### src/rtl/rs_syndrome_stream.sv
// Symbol-serial Reed-Solomon syndrome engine: Horner accumulation of r(alpha^(FCR+j))
// per codeword, with a one-deep output register so the next codeword can stream in.
module rs_syndrome_stream #(
  parameter int SYMBOL_WIDTH = 3,
  parameter int N            = 7,
  parameter int NSYN         = 2,
  parameter int FCR          = 1,
  parameter int PRIM_POLY    = 11
) (
  input  logic                         clk,
  input  logic                         reset,
  input  logic                         in_valid,
  output logic                         in_ready,
  input  logic [SYMBOL_WIDTH-1:0]      in_symbol,
  input  logic                         in_last,
  output logic                         syn_valid,
  input  logic                         syn_ready,
  output logic [NSYN*SYMBOL_WIDTH-1:0] syndromes,
  output logic                         syn_zero,
  output logic                         syn_frame_err,
  output logic                         abort
);

  localparam int W  = SYMBOL_WIDTH;
  localparam int CW = (N > 1) ? $clog2(N) : 1;
  localparam logic [W-1:0]  POLY_LO  = W'(PRIM_POLY);
  localparam logic [CW-1:0] LAST_IDX = CW'(N - 1);

  // Shift-and-add multiply; the x^m term of the polynomial is implied by the carry-out test.
  function automatic logic [W-1:0] gf_mul(input logic [W-1:0] a, input logic [W-1:0] b);
    logic [W-1:0] p;
    logic [W-1:0] x;
    p = '0;
    x = a;
    for (int i = 0; i < W; i++) begin
      if (b[i]) p = p ^ x;
      x = x[W-1] ? ((x << 1) ^ POLY_LO) : (x << 1);
    end
    return p;
  endfunction

  function automatic logic [W-1:0] gf_alpha_pow(input int e);
    logic [W-1:0] r;
    r = W'(1);
    for (int k = 0; k < (e % ((1 << W) - 1)); k++) r = gf_mul(r, W'(2));
    return r;
  endfunction

  logic [CW-1:0]              count_q, count_d;
  logic [NSYN-1:0][W-1:0]     acc_q, acc_d, acc_upd;
  logic                       syn_valid_q, syn_valid_d;
  logic [NSYN*W-1:0]          syndromes_q, syndromes_d;
  logic                       syn_zero_q, syn_zero_d;
  logic                       syn_frame_err_q, syn_frame_err_d;
  logic                       abort_q, abort_d;
  logic                       accept;

  genvar gi;
  generate
    for (gi = 0; gi < NSYN; gi++) begin : g_root
      localparam logic [W-1:0] ROOT = gf_alpha_pow(FCR + gi);
      assign acc_upd[gi] = gf_mul(acc_q[gi], ROOT) ^ in_symbol;
    end
  endgenerate

  // Stall only the final symbol while a result is still held, so it never overwrites.
  assign in_ready = !(syn_valid_q && (count_q == LAST_IDX));
  assign accept   = in_valid && in_ready;

  always_comb begin
    count_d         = count_q;
    acc_d           = acc_q;
    syn_valid_d     = syn_valid_q;
    syndromes_d     = syndromes_q;
    syn_zero_d      = syn_zero_q;
    syn_frame_err_d = syn_frame_err_q;
    abort_d         = 1'b0;

    if (syn_valid_q && syn_ready) syn_valid_d = 1'b0;

    if (accept) begin
      if (count_q == LAST_IDX) begin
        syndromes_d     = acc_upd;
        syn_valid_d     = 1'b1;
        syn_zero_d      = (acc_upd == '0);
        syn_frame_err_d = !in_last;
        acc_d           = '0;
        count_d         = '0;
      end else if (in_last) begin
        acc_d   = '0;
        count_d = '0;
        abort_d = 1'b1;
      end else begin
        acc_d   = acc_upd;
        count_d = count_q + CW'(1);
      end
    end
  end

  always_ff @(posedge clk) begin
    if (reset) begin
      count_q         <= '0;
      acc_q           <= '0;
      syn_valid_q     <= 1'b0;
      syndromes_q     <= '0;
      syn_zero_q      <= 1'b0;
      syn_frame_err_q <= 1'b0;
      abort_q         <= 1'b0;
    end else begin
      count_q         <= count_d;
      acc_q           <= acc_d;
      syn_valid_q     <= syn_valid_d;
      syndromes_q     <= syndromes_d;
      syn_zero_q      <= syn_zero_d;
      syn_frame_err_q <= syn_frame_err_d;
      abort_q         <= abort_d;
    end
  end

  assign syn_valid     = syn_valid_q;
  assign syndromes     = syndromes_q;
  assign syn_zero      = syn_zero_q;
  assign syn_frame_err = syn_frame_err_q;
  assign abort         = abort_q;

endmodule

### config.mk
export PLATFORM = sky130hd
export DESIGN_NAME = rs_syndrome_stream
export DESIGN_NICKNAME = d
export VERILOG_FILES = /design/src/rtl/rs_syndrome_stream.sv
export SDC_FILE = /design/constraint.sdc
export NUM_CORES = 1
export LEC_CHECK = 0
export BUFFER_PORTS_ARGS = -buffer_cell sky130_fd_sc_hd__buf_4
export CORE_MARGIN = 2
export CORE_UTILIZATION = 50
export DETAILED_ROUTE_END_ITERATION = 7
export PLACE_DENSITY_LB_ADDON = 0.25
export SYNTH_ARGS = -nofsm -noshare
export SYNTH_HDL_FRONTEND = slang
export SYNTH_SLANG_ARGS = --single-unit
### constraint.sdc
create_clock -name clk -period 3.2 [get_ports clk]
set_input_delay 0.64 -clock clk [delete_from_list [all_inputs] [get_ports clk]]
set_output_delay 0.64 -clock clk [all_outputs]
set_load 0.02 [all_outputs]
==> impl_metrics.ini <==
[synth]
yosysUniqueCellTypes = 30
synth_top_cell_area_share = 0.4176
synth.top_cells.by_area = dfxtp_1 (42%), nor2_1 (6.2%), a21oi_1 (5.5%)
postSynthRegisterBits = 19
ys_async_sr_fraction = 0
synth.net_count = 112
yosysMostFrequentCell = dfxtp_1
synth_common_cells = dfxtp_1 (19), nor2_1 (15), a21oi_1 (10), nand2_1 (10), nor3_1 (5)
yosys_warnings = 0
post_synth_instance_area_um2 = 910.9
synth-edff-count = 0
synth.yosys.seq_area_share = 0.4176
avgSynthCellArea_um2 = 8.930
post_synthesis_cells = 102
dominantRegCellSynth = dfxtp_1
synth_top_area_cell = dfxtp_1

[place]
detailed_place_hpwl_mm = 1.323
place_congestion = 0.8746
io_buffer_count = 18
dp.cells = 141

[routing]
routed_wire_length_per_instance_um = 12.12
drc = 0
detailedRoute.firstPassIterationCount = 5
antenna_violating_nets_post_route = 0
drt-total-wl_mm = 1.757
dr_total_vias = 750
via_per_inst = 5.172
detailedRoute.firstIterationViolations = 11

[sta]
tightestPinTransition_ns = 0.3230
rsz0062_at_grt = false
finalWorstPathRequiredPeriod_ns = 2.008
fin_skew_ns = 0.006743
maxSlewHeadroom = 0.7839
setup-tns-final_ns = 0
report.final.hold_viol_count = 0
peak_clock_frequency_supported_by_timing_mhz = 498.0
maxSlewViolCount = 0
fin_crit_sh = 0.6275
setup_viol = 0

[global_routing]
number_of_global_route_vias_before_repair = 595
overall_fraction_of_global_route_tracks_in_use = 0.1770
grt_pass1_wl_mm = 2.697
globalRouteOverflowTotal = 0
grt_antenna_before_repair = 0
largest_net_degree_at_the_start_of_global_routing = 20

[power_and_ir_drop]
combPwrFrac = 0.124
static-leakage-power_nw = 0.4655
power.switching_fraction = 0.2477
power_frac_seq = 0.593
report.power.total_uw = 417.9
cell_internal_pwr_uw = 314.3
clock_power_share = 0.283
ir_worst_vdd_uv = 273.8
power-per-cell-area_nw_per_um2 = 386.5
total_switching_power_uw = 103.5

[cts]
clock_sinks = 19
post_cts_buffers = 0
clock_tree_from_tritoncts = done
clk_pin_slew_worst_paths_ns = 0.11
numCtsBuffers = 3
max-clock-path-buffers = 2
root_buffer = clkbuf_4
clk_latency_worst_skew_pair_ns = 0.29
cts.repair.resized = 0
cts_hold_repair.buffers = 0
htree_levels = 1

[setup_path]
kind_of_start_point_of_the_critical_path = flop
cp_data_required_time_ns = 2.56
worstPathArrival_ns = 1.37
crit_type = reg2out
critPathCaptureType = output pin
critPathMaxFanout = 6
ff2ff_setup_slack_ns = 1.50

[floorplan]
top_level_ports = 19
dieWidth_um = 46.68
placeableCoreArea_um2 = 1727
dieArea_um2 = 2179
floorplan.die.height_um = 46.68
initial_core_util = 0.5275
rows = 15

[layout]
insertedDiodeCount = 0
drive_gt1_frac = 0.2250
synth_to_layout_area_growth_pct = 18.68
final-instance-count-excl-fill = 145
num-nets-final = 131

[flow_run]
maxCapViolations = 0

[min_path]
min-delay-path-class = reg2reg

[outcome]
run_status = complete, no violations
[flip-flops by register name, summed over array words and instances, names as in the netlist]
name,count
acc_q,6
syndromes,6
syn_zero,1
syn_frame_err,1
syn_valid,1
count_q,3
abort,1
[cells by family after synthesis]
| group | synth area share |
|---|---|
| xor+xnor | 0.1030 |
| flops | 0.4176 |
| simple gates | 0.2679 |
| compound gates | 0.1552 |
| buf+inv | 0.02884 |
| fa+ha+maj | 0.02747 |
[cell type report]
class / count / area [um2]
Fill cell: 182 / 645.6
Multi-Input combinational cell: 78 / 504.2
Sequential cell: 19 / 380.4
Timing Repair Buffer: 18 / 135.1
Tap cell: 25 / 31.28
Clock buffer: 4 / 26.28
Inverter: 1 / 3.754
[worst max-delay path, stage by stage (launching register included)]
cell and delay [ns]:
dfxtp_1 0.36, inv_1 0.06, ha_1 0.28, nand3_1 0.17
buf_4 0.20
[power groups by stage]
stage	Sequential [mW]	Combinational [mW]	Clock [mW]
final	0.248	0.0518	0.118
after floorplan	0.252	0.0359	0
after detailed placement	0.253	0.0516	0
after global placement	0.253	0.0517	0
after CTS	0.248	0.0519	0.121
after global routing	0.249	0.0570	0.133
[metal layers]
layer | GRT usage | share of wire
met5 | 0 | 0
met4 | 0.08333 | 0.0080
met3 | 0.04706 | 0.033
met2 | 0.2472 | 0.45
met1 | 0.2500 | 0.51
[final timing paths]
| check | cells past startpoint | from | endpoint |
|---|---|---|---|
| max reg2reg | 6 | count_q[0] | count_q[0] |
| max | 4 | count_q[0] | in_ready |
| min | 2 | syn_zero | syn_zero |
| min reg2reg | 2 | syn_zero | syn_zero |
[layout by cell type (no fill, tap or decap), drive strengths merged, types with 2 or more instances in the layout]
master,n
nor3b,3
xnor2,4
dfxtp,19
clkbuf,4
ha,2
nand3b,2
a21oi,10
nor2,16
o21ai,4
a22oi,4
nand2,10
nand3,2
xor2,4
buf,18
nor3,5
[through the flow]
| step | area, um2 | util | setup WS (ns) | hold WS (ns) |
|---|---|---|---|---|
| after detailed placement | 1055 | 0.6109 | 1.455 | 0.4466 |
| after floorplan | 910.9 | - | 1.637 | 0.4771 |
| after global routing | 1081 | 0.6261 | 1.118 | 0.4928 |
| after CTS | 1081 | 0.6261 | 1.190 | 0.4610 |
| after global placement | 1055 | 0.6109 | 1.494 | 0.4432 |
| final | 1081 | 0.6261 | 1.192 | 0.4603 |
No activity file was read; power rests on OpenSTA's default activity.
